<file path="config.mk">
export PLATFORM = sky130hd
export DESIGN_NAME = maxpool1_layer
export DESIGN_NICKNAME = d
export VERILOG_FILES = /design/src/rtl/maxpool_pkg.sv /design/src/rtl/pool_channel.sv /design/src/rtl/maxpool1_layer.sv
export SDC_FILE = /design/constraint.sdc
export NUM_CORES = 1
export LEC_CHECK = 0
export CAP_MARGIN = 15
export CORE_AREA = 2 2 200 202
export CTS_BUF_LIST = sky130_fd_sc_hd__clkbuf_8
export CTS_CLUSTER_DIAMETER = 50
export CTS_CLUSTER_SIZE = 8
export DETAILED_ROUTE_END_ITERATION = 10
export DIE_AREA = 0 0 202 204
export GPL_ROUTABILITY_DRIVEN = 0
export MAX_ROUTING_LAYER = met4
export PLACE_DENSITY = 0.77
export SLEW_MARGIN = 20
export SYNTH_ARGS = -nofsm -noshare
export SYNTH_HDL_FRONTEND = slang
export SYNTH_SLANG_ARGS = --single-unit
</file>
<file path="constraint.sdc">
create_clock -name clk -period 4.1 [get_ports clk]
set_clock_uncertainty 0.2 [all_clocks]
set_input_delay 1.025 -clock clk [delete_from_list [all_inputs] [get_ports clk]]
set_output_delay 1.025 -clock clk [all_outputs]
set_load 0.005 [all_outputs]
</file>
<file path="src/rtl/maxpool_pkg.sv">
// maxpool_pkg: shared state type, dimension limits and max helpers for the maxpool1 stage.
// The helpers work at MAX_W bits; callers extend operands and truncate the result.
package maxpool_pkg;

  localparam int DATA_W_DEF = 12;
  localparam int MAX_W      = 32;
  localparam int MIN_DIM    = 2;

  typedef enum logic {
    FILL = 1'b0,
    EMIT = 1'b1
  } pool_state_t;

  function automatic bit dim_legal(input int d);
    return (d >= MIN_DIM) && (d % 2 == 0);
  endfunction

  function automatic logic [MAX_W-1:0] max_u(input logic [MAX_W-1:0] a,
                                             input logic [MAX_W-1:0] b);
    return (a >= b) ? a : b;
  endfunction

  function automatic logic signed [MAX_W-1:0] max_s(input logic signed [MAX_W-1:0] a,
                                                    input logic signed [MAX_W-1:0] b);
    return (a >= b) ? a : b;
  endfunction

endpackage

</file>
<file path="src/rtl/pool_channel.sv">
// pool_channel: ReLU, horizontal pair max, line buffer and vertical max for one channel.
// RELU_EN defined: ReLU then unsigned compare; undefined: signed compare, no ReLU.
module pool_channel
  import maxpool_pkg::*;
#(
  parameter int DATA_W   = DATA_W_DEF,
  parameter int LB_DEPTH = 12,
  parameter int LB_AW    = 4
) (
  input  logic              clk,
  input  logic              rst,
  input  logic              load_h,
  input  logic              write_lb,
  input  logic              emit,
  input  logic [LB_AW-1:0]  lb_addr,
  input  logic [DATA_W-1:0] x,
  output logic [DATA_W-1:0] pool_out
);

  logic [DATA_W-1:0] x_r;
  logic [DATA_W-1:0] h_reg;
  logic [DATA_W-1:0] hmax;
  logic [DATA_W-1:0] vmax;
  logic [DATA_W-1:0] lb_rd;
  logic [DATA_W-1:0] lb [LB_DEPTH];

  assign lb_rd = lb[lb_addr];

`ifdef RELU_EN
  assign x_r  = x[DATA_W-1] ? '0 : x;
  assign hmax = DATA_W'(max_u(MAX_W'(h_reg), MAX_W'(x_r)));
  assign vmax = DATA_W'(max_u(MAX_W'(lb_rd), MAX_W'(hmax)));
`else
  assign x_r  = x;
  assign hmax = DATA_W'(max_s(MAX_W'($signed(h_reg)), MAX_W'($signed(x_r))));
  assign vmax = DATA_W'(max_s(MAX_W'($signed(lb_rd)), MAX_W'($signed(hmax))));
`endif

  always_ff @(posedge clk) begin
    if (rst) begin
      h_reg    <= '0;
      pool_out <= '0;
    end else begin
      if (load_h) h_reg <= x_r;
      if (emit)   pool_out <= vmax;
    end
  end

  // Line buffer is always written on an even row before the odd row reads it, so no reset.
  always_ff @(posedge clk) begin
    if (write_lb) lb[lb_addr] <= hmax;
  end

endmodule

</file>
<file path="src/rtl/maxpool1_layer.sv">
// maxpool1_layer: ReLU + 2x2/stride-2 max pooling of three conv1 channels, raster input.
// Optional RELU_EN macro enables ReLU with unsigned compares (see pool_channel).
module maxpool1_layer
  import maxpool_pkg::*;
#(
  parameter int DATA_W = DATA_W_DEF,
  parameter int IN_W   = 24,
  parameter int IN_H   = 24
) (
  input  logic              clk,
  input  logic              rst,
  input  logic [DATA_W-1:0] conv_in_1,
  input  logic [DATA_W-1:0] conv_in_2,
  input  logic [DATA_W-1:0] conv_in_3,
  input  logic              valid_in,
  output logic [DATA_W-1:0] pool_out_1,
  output logic [DATA_W-1:0] pool_out_2,
  output logic [DATA_W-1:0] pool_out_3,
  output logic              valid_out_pool,
  output logic              frame_done
);

  localparam int CW       = $clog2(IN_W);
  localparam int RW       = $clog2(IN_H);
  localparam int LB_DEPTH = IN_W / 2;
  localparam int LB_AW    = (LB_DEPTH > 1) ? $clog2(LB_DEPTH) : 1;

  if (!dim_legal(IN_W) || !dim_legal(IN_H)) begin : g_bad_dims
    $error("maxpool1_layer: IN_W and IN_H must be even and >= 2");
  end
  if (DATA_W > MAX_W) begin : g_bad_width
    $error("maxpool1_layer: DATA_W exceeds compare helper width");
  end

  pool_state_t      state, state_nxt;
  logic [CW-1:0]    col;
  logic [RW-1:0]    row;
  logic [LB_AW-1:0] lb_addr;
  logic             col_last, row_last;
  logic             load_h, write_lb, emit, last_win;

  assign col_last = (col == CW'(IN_W - 1));
  assign row_last = (row == RW'(IN_H - 1));
  assign lb_addr  = LB_AW'(col >> 1);

  // FSM tracks row parity: FILL on even rows, EMIT on odd rows.
  always_comb begin
    state_nxt = state;
    load_h    = 1'b0;
    write_lb  = 1'b0;
    emit      = 1'b0;
    last_win  = 1'b0;
    if (valid_in && !rst) begin
      load_h   = ~col[0];
      write_lb = col[0] && (state == FILL);
      emit     = col[0] && (state == EMIT);
      last_win = col[0] && (state == EMIT) && col_last && row_last;
      if (col_last) state_nxt = (state == FILL) ? EMIT : FILL;
    end
  end

  always_ff @(posedge clk) begin
    if (rst) begin
      state          <= FILL;
      col            <= '0;
      row            <= '0;
      valid_out_pool <= 1'b0;
      frame_done     <= 1'b0;
    end else begin
      state          <= state_nxt;
      valid_out_pool <= emit;
      frame_done     <= last_win;
      if (valid_in) begin
        if (col_last) begin
          col <= '0;
          row <= row_last ? '0 : row + RW'(1);
        end else begin
          col <= col + CW'(1);
        end
      end
    end
  end

  pool_channel #(.DATA_W(DATA_W), .LB_DEPTH(LB_DEPTH), .LB_AW(LB_AW)) u_ch1 (
    .clk(clk), .rst(rst), .load_h(load_h), .write_lb(write_lb), .emit(emit),
    .lb_addr(lb_addr), .x(conv_in_1), .pool_out(pool_out_1)
  );

  pool_channel #(.DATA_W(DATA_W), .LB_DEPTH(LB_DEPTH), .LB_AW(LB_AW)) u_ch2 (
    .clk(clk), .rst(rst), .load_h(load_h), .write_lb(write_lb), .emit(emit),
    .lb_addr(lb_addr), .x(conv_in_2), .pool_out(pool_out_2)
  );

  pool_channel #(.DATA_W(DATA_W), .LB_DEPTH(LB_DEPTH), .LB_AW(LB_AW)) u_ch3 (
    .clk(clk), .rst(rst), .load_h(load_h), .write_lb(write_lb), .emit(emit),
    .lb_addr(lb_addr), .x(conv_in_3), .pool_out(pool_out_3)
  );

endmodule
</file>
======== Yosys cells after proc, flatten, opt, wreduce, memory -nomap -nowiden ========
Memories as Yosys holds them, arrays and structs flattened. A register that Yosys moved wholly into a read port is not among the register bits.
Index checks and enable logic that the tools add are counted.
operators by class
  order comparisons ....................... 6
  multiplexer cells ....................... 20
  div/mod/pow operators ................... 0
  multipliers ............................. 0
  equality and inequality tests ........... 2
  reductions and logical operators ........ 9
  add/sub/neg operators ................... 2
  bitwise gates (word level) .............. 3
  shift operators ......................... 0
operators with widths
  operator             number
  $ge 12x12->1         6
  $mux 12              6
  $mux 4               6
  $add 5x1->5 const B  2
  $eq 5x5->1 const B   2
  $mux 5               2
  $mux 1               6
  $logic_and 1x1->1    5
  $reduce_and 2->1     2
  $not 1->1            3
  $reduce_or 2->1      1
  $logic_not 1->1      1
word-level totals
  bits in latches ......................... 0
  ROM bits ................................ 0
  RAM bits ................................ 432
  output and inout port bits .............. 38
  word-level logic and storage cells ...... 56
  memories kept ........................... 3
  register bits ........................... 85
  input port bits ......................... 39
memory list
  memory    words  bits a word  read ports  clocked after memory_dff  wr ports  RTL line            source
  u_ch1.lb  12     12           1           1                         1         pool_channel.sv:25  logic [DATA_W-1:0] lb [LB_DEPTH];
  u_ch2.lb  12     12           1           1                         1         pool_channel.sv:25
  u_ch3.lb  12     12           1           1                         1         pool_channel.sv:25

======== Longest topological paths before layout ========
  word-level depth ........................ 5
  depth in mapped cells ................... 17
  mapped depth without buffers ............ 15

======== Modules after synthesis ========
From an unflattened synthesis, not the netlist that was laid out.
unflattened totals
  cell total of the unflattened synthesis .. 1411
  area, all modules ....................... 22509.1 µm²
modules (own cells, without submodules)
  module                cells each  times used  area an instance (µm²)
  pool_channel (u_ch2)  449         1           7322.0
  pool_channel (u_ch3)  449         1           7320.8
  pool_channel (u_ch1)  443         1           7260.7
  maxpool1_layer        70          1           605.6

======== Worst setup path before layout ========
OpenSTA, ideal clock, no wires.
  path kind ............................... input port to flip-flop
  start point ............................. input conv_in_2[2]
  end point ............................... register u_ch2.pool_out[1]
  path slack .............................. -0.321 ns
  library setup time ...................... 0.079 ns
  cell stages on the path ................. 17
  arrival time ............................ 4.142 ns
  path through ............................ inv_1 ha_1 o21ai_1 a21oi_1 o31ai_2 mux2i_2 buf_6 mux2i_1 inv_1 ha_1 nor3b_1 o21bai_1 a21oi_1 o311ai_1 or3_1 buf_2 o211ai_1
on the way
  longest elaborated chain between the ends .. 4
ends and longest elaborated chain
  element               RTL line              source
  from (decl)           maxpool1_layer.sv:13  input logic [DATA_W-1:0] conv_in_2,
  $ge 12x12->1          maxpool_pkg.sv:25     return (a >= b) ? a : b;
  $mux 12               maxpool_pkg.sv:25
  via u_ch2.hmax[0]     pool_channel.sv:22    logic [DATA_W-1:0] hmax;
  $ge 12x12->1          maxpool_pkg.sv:25
  $mux 12               maxpool_pkg.sv:25
  to (signal assigned)  pool_channel.sv:45    if (emit) pool_out <= vmax;
  to (decl)             pool_channel.sv:17    output logic [DATA_W-1:0] pool_out
The timed path passes the listed nets, and every way through them passes these cells.
A chain may end at the register's enable or synchronous reset.

======== Worst setup path after layout ========
  start point ............................. input conv_in_1[0]
  end point ............................... register u_ch1.pool_out[6]
on the way
  longest elaborated chain between the ends .. 4
ends and longest elaborated chain
  element               RTL line              source
  from (decl)           maxpool1_layer.sv:12  input logic [DATA_W-1:0] conv_in_1,
  $ge 12x12->1          maxpool_pkg.sv:25
  $mux 12 (*)           maxpool_pkg.sv:25
  $ge 12x12->1          maxpool_pkg.sv:25
  $mux 12 (*)           maxpool_pkg.sv:25
  to (signal assigned)  pool_channel.sv:45
  to (decl)             pool_channel.sv:17
Every way passes the cells marked *; elsewhere a longest branch is shown, timed or not.

==> run_summary.xml <==
<?xml version="1.0" encoding="UTF-8"?>
<metrics>
  <group name="sta">
    <metric name="setup_total_negative_slack" unit="ns">0</metric>
    <metric name="setup_viol_count_final" unit="">0</metric>
    <metric name="period_needed" unit="ns">4.03</metric>
    <metric name="max_slew.worst_pin.slew" unit="ns">0.841</metric>
    <metric name="final.hold.worst_slack" unit="ns">0.278</metric>
    <metric name="number_of_hold_violations_in_the_final_report" unit="">0</metric>
    <metric name="slew-limit-headroom" unit="">0.433</metric>
    <metric name="max_clock_freq" unit="MHz">248</metric>
    <metric name="slew_violations" unit="">0</metric>
    <metric name="post-route-worst-setup-slack" unit="ns">0.0688</metric>
    <metric name="final_cycle_utilization_of_the_critical_path" unit="">0.983</metric>
  </group>
  <group name="grt">
    <metric name="number_of_global_route_vias_before_repair" unit="">13100</metric>
    <metric name="globalRoute.totalOverflow" unit="">0</metric>
    <metric name="use_met1" unit="">0.361</metric>
    <metric name="grt_pass1_wl" unit="mm">77.4</metric>
    <metric name="busiest_layer" unit="">met2</metric>
    <metric name="gr-usage-met3" unit="">0.0480</metric>
    <metric name="met2_usage" unit="">0.398</metric>
    <metric name="number_of_antenna_violations_at_the_first_check_in_global_routing" unit="">1</metric>
    <metric name="grt.total_usage" unit="">0.259</metric>
    <metric name="grt_max_degree" unit="">37</metric>
  </group>
  <group name="detailed_routing">
    <metric name="drt_iter0_drc" unit="">1357</metric>
    <metric name="ant_nets" unit="">0</metric>
    <metric name="vias_per_cell" unit="">5.99</metric>
    <metric name="drtPass1Iterations" unit="">5</metric>
    <metric name="drt-wirelength-per-cell" unit="um">23.4</metric>
    <metric name="remaining_drc_errors" unit="">0</metric>
    <metric name="via_count" unit="">13200</metric>
    <metric name="detail_route.wirelength" unit="mm">51.6</metric>
  </group>
  <group name="clocking">
    <metric name="worst_skew_pair.late_latency" unit="ns">0.60</metric>
    <metric name="clkTransAtPathRegs" unit="ns">0.06</metric>
    <metric name="cts_tree" unit="">done</metric>
    <metric name="h_tree_lvl_count" unit="">3</metric>
    <metric name="cts_buffer_depth" unit="">3</metric>
    <metric name="root_buffer" unit="">sky130_fd_sc_hd__clkbuf_8</metric>
    <metric name="cts_num_sinks" unit="">521</metric>
    <metric name="cts.hold.buffers_added" unit="">0</metric>
    <metric name="inserted_clock_buffers" unit="">75</metric>
  </group>
  <group name="pwr">
    <metric name="p_comb_frac" unit="">0.116</metric>
    <metric name="seq_power_share" unit="">0.550</metric>
    <metric name="ir_drop" unit="mV">0.198</metric>
    <metric name="post-layout-total-power" unit="mW">10.7</metric>
    <metric name="power_frac_clock" unit="">0.334</metric>
    <metric name="switchingPower" unit="mW">2.54</metric>
    <metric name="power.leakage" unit="nW">9.52</metric>
    <metric name="internal_power_contribution" unit="mW">8.20</metric>
    <metric name="power_per_cell_area" unit="mW/mm^2">402</metric>
    <metric name="switching_share" unit="">0.236</metric>
  </group>
  <group name="worst_setup_path">
    <metric name="cp_max_fo" unit="">7</metric>
    <metric name="crit_arrival" unit="ns">4.30</metric>
    <metric name="critPathRequiredTime" unit="ns">4.37</metric>
    <metric name="setup.worst_path.class" unit="">primary input to register</metric>
    <metric name="launching_element_type_of_the_critical_path" unit="">primary input</metric>
    <metric name="crit_path_end_kind" unit="">register</metric>
  </group>
  <group name="place">
    <metric name="dpl_cell_area" unit="sq mm">0.0249</metric>
    <metric name="placed_instances" unit="">2068</metric>
    <metric name="numPortBuffers" unit="">76</metric>
    <metric name="hpwlAfterDp" unit="mm">31.5</metric>
    <metric name="place_ws" unit="ns">-0.992</metric>
  </group>
  <group name="layout">
    <metric name="post-route-cell-area" unit="sq mm">0.0267</metric>
    <metric name="largestRegisters" unit="">u_ch1.lb: 144 flops, u_ch2.lb: 144 flops, u_ch3.lb: 144 flops</metric>
    <metric name="final_layout_size_suffix_gt1_frac" unit="">0.305</metric>
    <metric name="finalNetCount" unit="">1749</metric>
    <metric name="mostFrequentLayoutCells" unit="">432 x sky130_fd_sc_hd__edfxtp_1, 156 x sky130_fd_sc_hd__nand2_1, 146 x sky130_fd_sc_hd__buf_4</metric>
    <metric name="area_delta_synth_final" unit="%">21.6</metric>
    <metric name="core_utilization_of_the_finished_layout" unit="">0.683</metric>
    <metric name="final_common_cell" unit="">sky130_fd_sc_hd__edfxtp_1</metric>
    <metric name="final_std_cells_w_o_fill" unit="">2206</metric>
  </group>
  <group name="synth">
    <metric name="ys_async_sr_fraction" unit="">0</metric>
    <metric name="post_synth_inst_count" unit="">1376</metric>
    <metric name="post_synthesis_share_of_cell_area_spent_on_and_or_nand_and_nor_gates" unit="">0.0517</metric>
    <metric name="ys_warn_count" unit="">0</metric>
    <metric name="syn_avg_cell_area" unit="sq um">16.0</metric>
    <metric name="synth.yosys.seq_area_share" unit="">0.671</metric>
    <metric name="number_of_enable_type_register_cells_in_the_synthesized_netlist" unit="">432</metric>
    <metric name="synth_top_family_by_area" unit="">multiplexers</metric>
    <metric name="share_of_the_synthesized_netlist_area_taken_by_xor_and_xnor_gates" unit="">0.00159</metric>
    <metric name="net_count_after_synthesis" unit="">1489</metric>
    <metric name="postSynth.topFlopCell" unit="">sky130_fd_sc_hd__edfxtp_1</metric>
    <metric name="synth_cell_types" unit="">50</metric>
    <metric name="synth_seq_cells" unit="">521</metric>
    <metric name="synth.mux.area_fraction" unit="">0.147</metric>
    <metric name="synth_compound_gate_area_share" unit="">0.0563</metric>
    <metric name="post_synth_fa_ha_maj_area_fraction" unit="">0.0421</metric>
    <metric name="netlist_area" unit="sq mm">0.0220</metric>
  </group>
  <group name="floorplanning">
    <metric name="floorplan.core_area" unit="sq mm">0.0392</metric>
    <metric name="initial_utilization" unit="">0.561</metric>
    <metric name="die_h" unit="um">204</metric>
    <metric name="die_area" unit="sq mm">0.0412</metric>
    <metric name="std_cell_rows" unit="">73</metric>
    <metric name="chipWidth" unit="um">202</metric>
    <metric name="boundaryPins" unit="">77</metric>
  </group>
  <group name="job">
    <metric name="max_cap_viol_count" unit="">0</metric>
  </group>
  <group name="run_status">
    <metric name="run_status" unit="">finished clean</metric>
  </group>
  <group name="hold_path">
    <metric name="hold_path.class" unit="">register to register</metric>
  </group>
</metrics>
cell usage after synthesis, types with 18 or more instances:
master                     number  area share
sky130_fd_sc_hd__mux4_2       108        0.11
sky130_fd_sc_hd__edfxtp_1     432        0.59
sky130_fd_sc_hd__nand2_1      156       0.027
sky130_fd_sc_hd__buf_2         19      0.0043
sky130_fd_sc_hd__dfxtp_1       89       0.081
sky130_fd_sc_hd__a21oi_1       61       0.014
sky130_fd_sc_hd__o21ai_0       32      0.0073
sky130_fd_sc_hd__o211ai_2      18       0.010
sky130_fd_sc_hd__mux2i_1       69       0.031
sky130_fd_sc_hd__nor2_1        34      0.0058
sky130_fd_sc_hd__inv_1         78       0.013
sky130_fd_sc_hd__nand3_1       27      0.0061
sky130_fd_sc_hd__o21ai_1       27      0.0061
sky130_fd_sc_hd__ha_1          74       0.042
sky130_fd_sc_hd__clkbuf_1      25      0.0043
power groups by stage:
stage	Sequential, mW	Combinational (mW)	Clock (mW)
finish	5.91	1.25	3.58
global route	5.91	1.35	3.87
CTS	5.91	1.18	3.65
detailed placement	6.02	1.11	0
global placement	6.01	1.07	0
floorplan	6.00	0.661	0
timing repair:
item	in CTS	in global routing
endpoints found under the setup margin	36	36
cloned	3	0
setup buffers	7	7
endpoints found under the hold margin	0	0
pin swaps	24	26
gates resized for setup	46	59
final timing paths:
check | startpoint | end | slack (ns) | cells after the start
setup / recovery | conv_in_1[0] | u_ch1.pool_out[6] | 0.07 | 17
hold / removal | u_ch1.pool_out[0] | u_ch1.pool_out[0] | 0.28 | 2
setup reg to reg | register | u_ch1.pool_out[6] | 0.34 | 14
hold reg to reg | u_ch1.pool_out[0] | u_ch1.pool_out[0] | 0.28 | 2
final cells by class:
| type | count | area (sq um) |
|---|---|---|
| diodes | 1 | 2.50 |
| clock buffers | 80 | 1100 |
| clock inverters | 41 | 159 |
| fillers | 2436 | 12400 |
| inverters | 78 | 308 |
| multi-input cells | 710 | 7370 |
| flip-flops and latches | 521 | 14800 |
| well taps | 525 | 657 |
| repair buffers | 250 | 2380 |
layer usage:
layer  wire length [um]  share of wire
met1              21600           0.42
met3               4610          0.089
met4                898          0.017
met2              24600           0.48
met5                  0              0
critical path: stages:
cell and delay [ns]:
sky130_fd_sc_hd__dlygate4sd2_1 0.29, sky130_fd_sc_hd__ha_4 0.25, sky130_fd_sc_hd__nand2b_1 0.14, sky130_fd_sc_hd__a21o_1 0.17
sky130_fd_sc_hd__a211oi_2 0.25, sky130_fd_sc_hd__o311ai_4 0.13, sky130_fd_sc_hd__buf_6 0.16, sky130_fd_sc_hd__buf_4 0.16
sky130_fd_sc_hd__mux2i_1 0.12, sky130_fd_sc_hd__buf_4 0.16, sky130_fd_sc_hd__ha_1 0.32, sky130_fd_sc_hd__a21oi_1 0.16
sky130_fd_sc_hd__o21ai_1 0.11, sky130_fd_sc_hd__a221o_1 0.39, sky130_fd_sc_hd__buf_6 0.16, sky130_fd_sc_hd__a32oi_2 0.20
sky130_fd_sc_hd__o21ai_1 0.10
cells by family (layout without fill, tap and decap cells):
kind of cell / after synthesis / after routing
AO/OA/AOI/OAI: 183 / 183
other: 0 / 1
buffers and inverters: 147 / 449
flip-flops: 521 / 521
XOR/XNOR: 4 / 4
multiplexers: 185 / 185
adder cells (fa/ha/maj): 74 / 74
AND/OR/NAND/NOR: 262 / 264
Power figures use the tool's default switching activity.
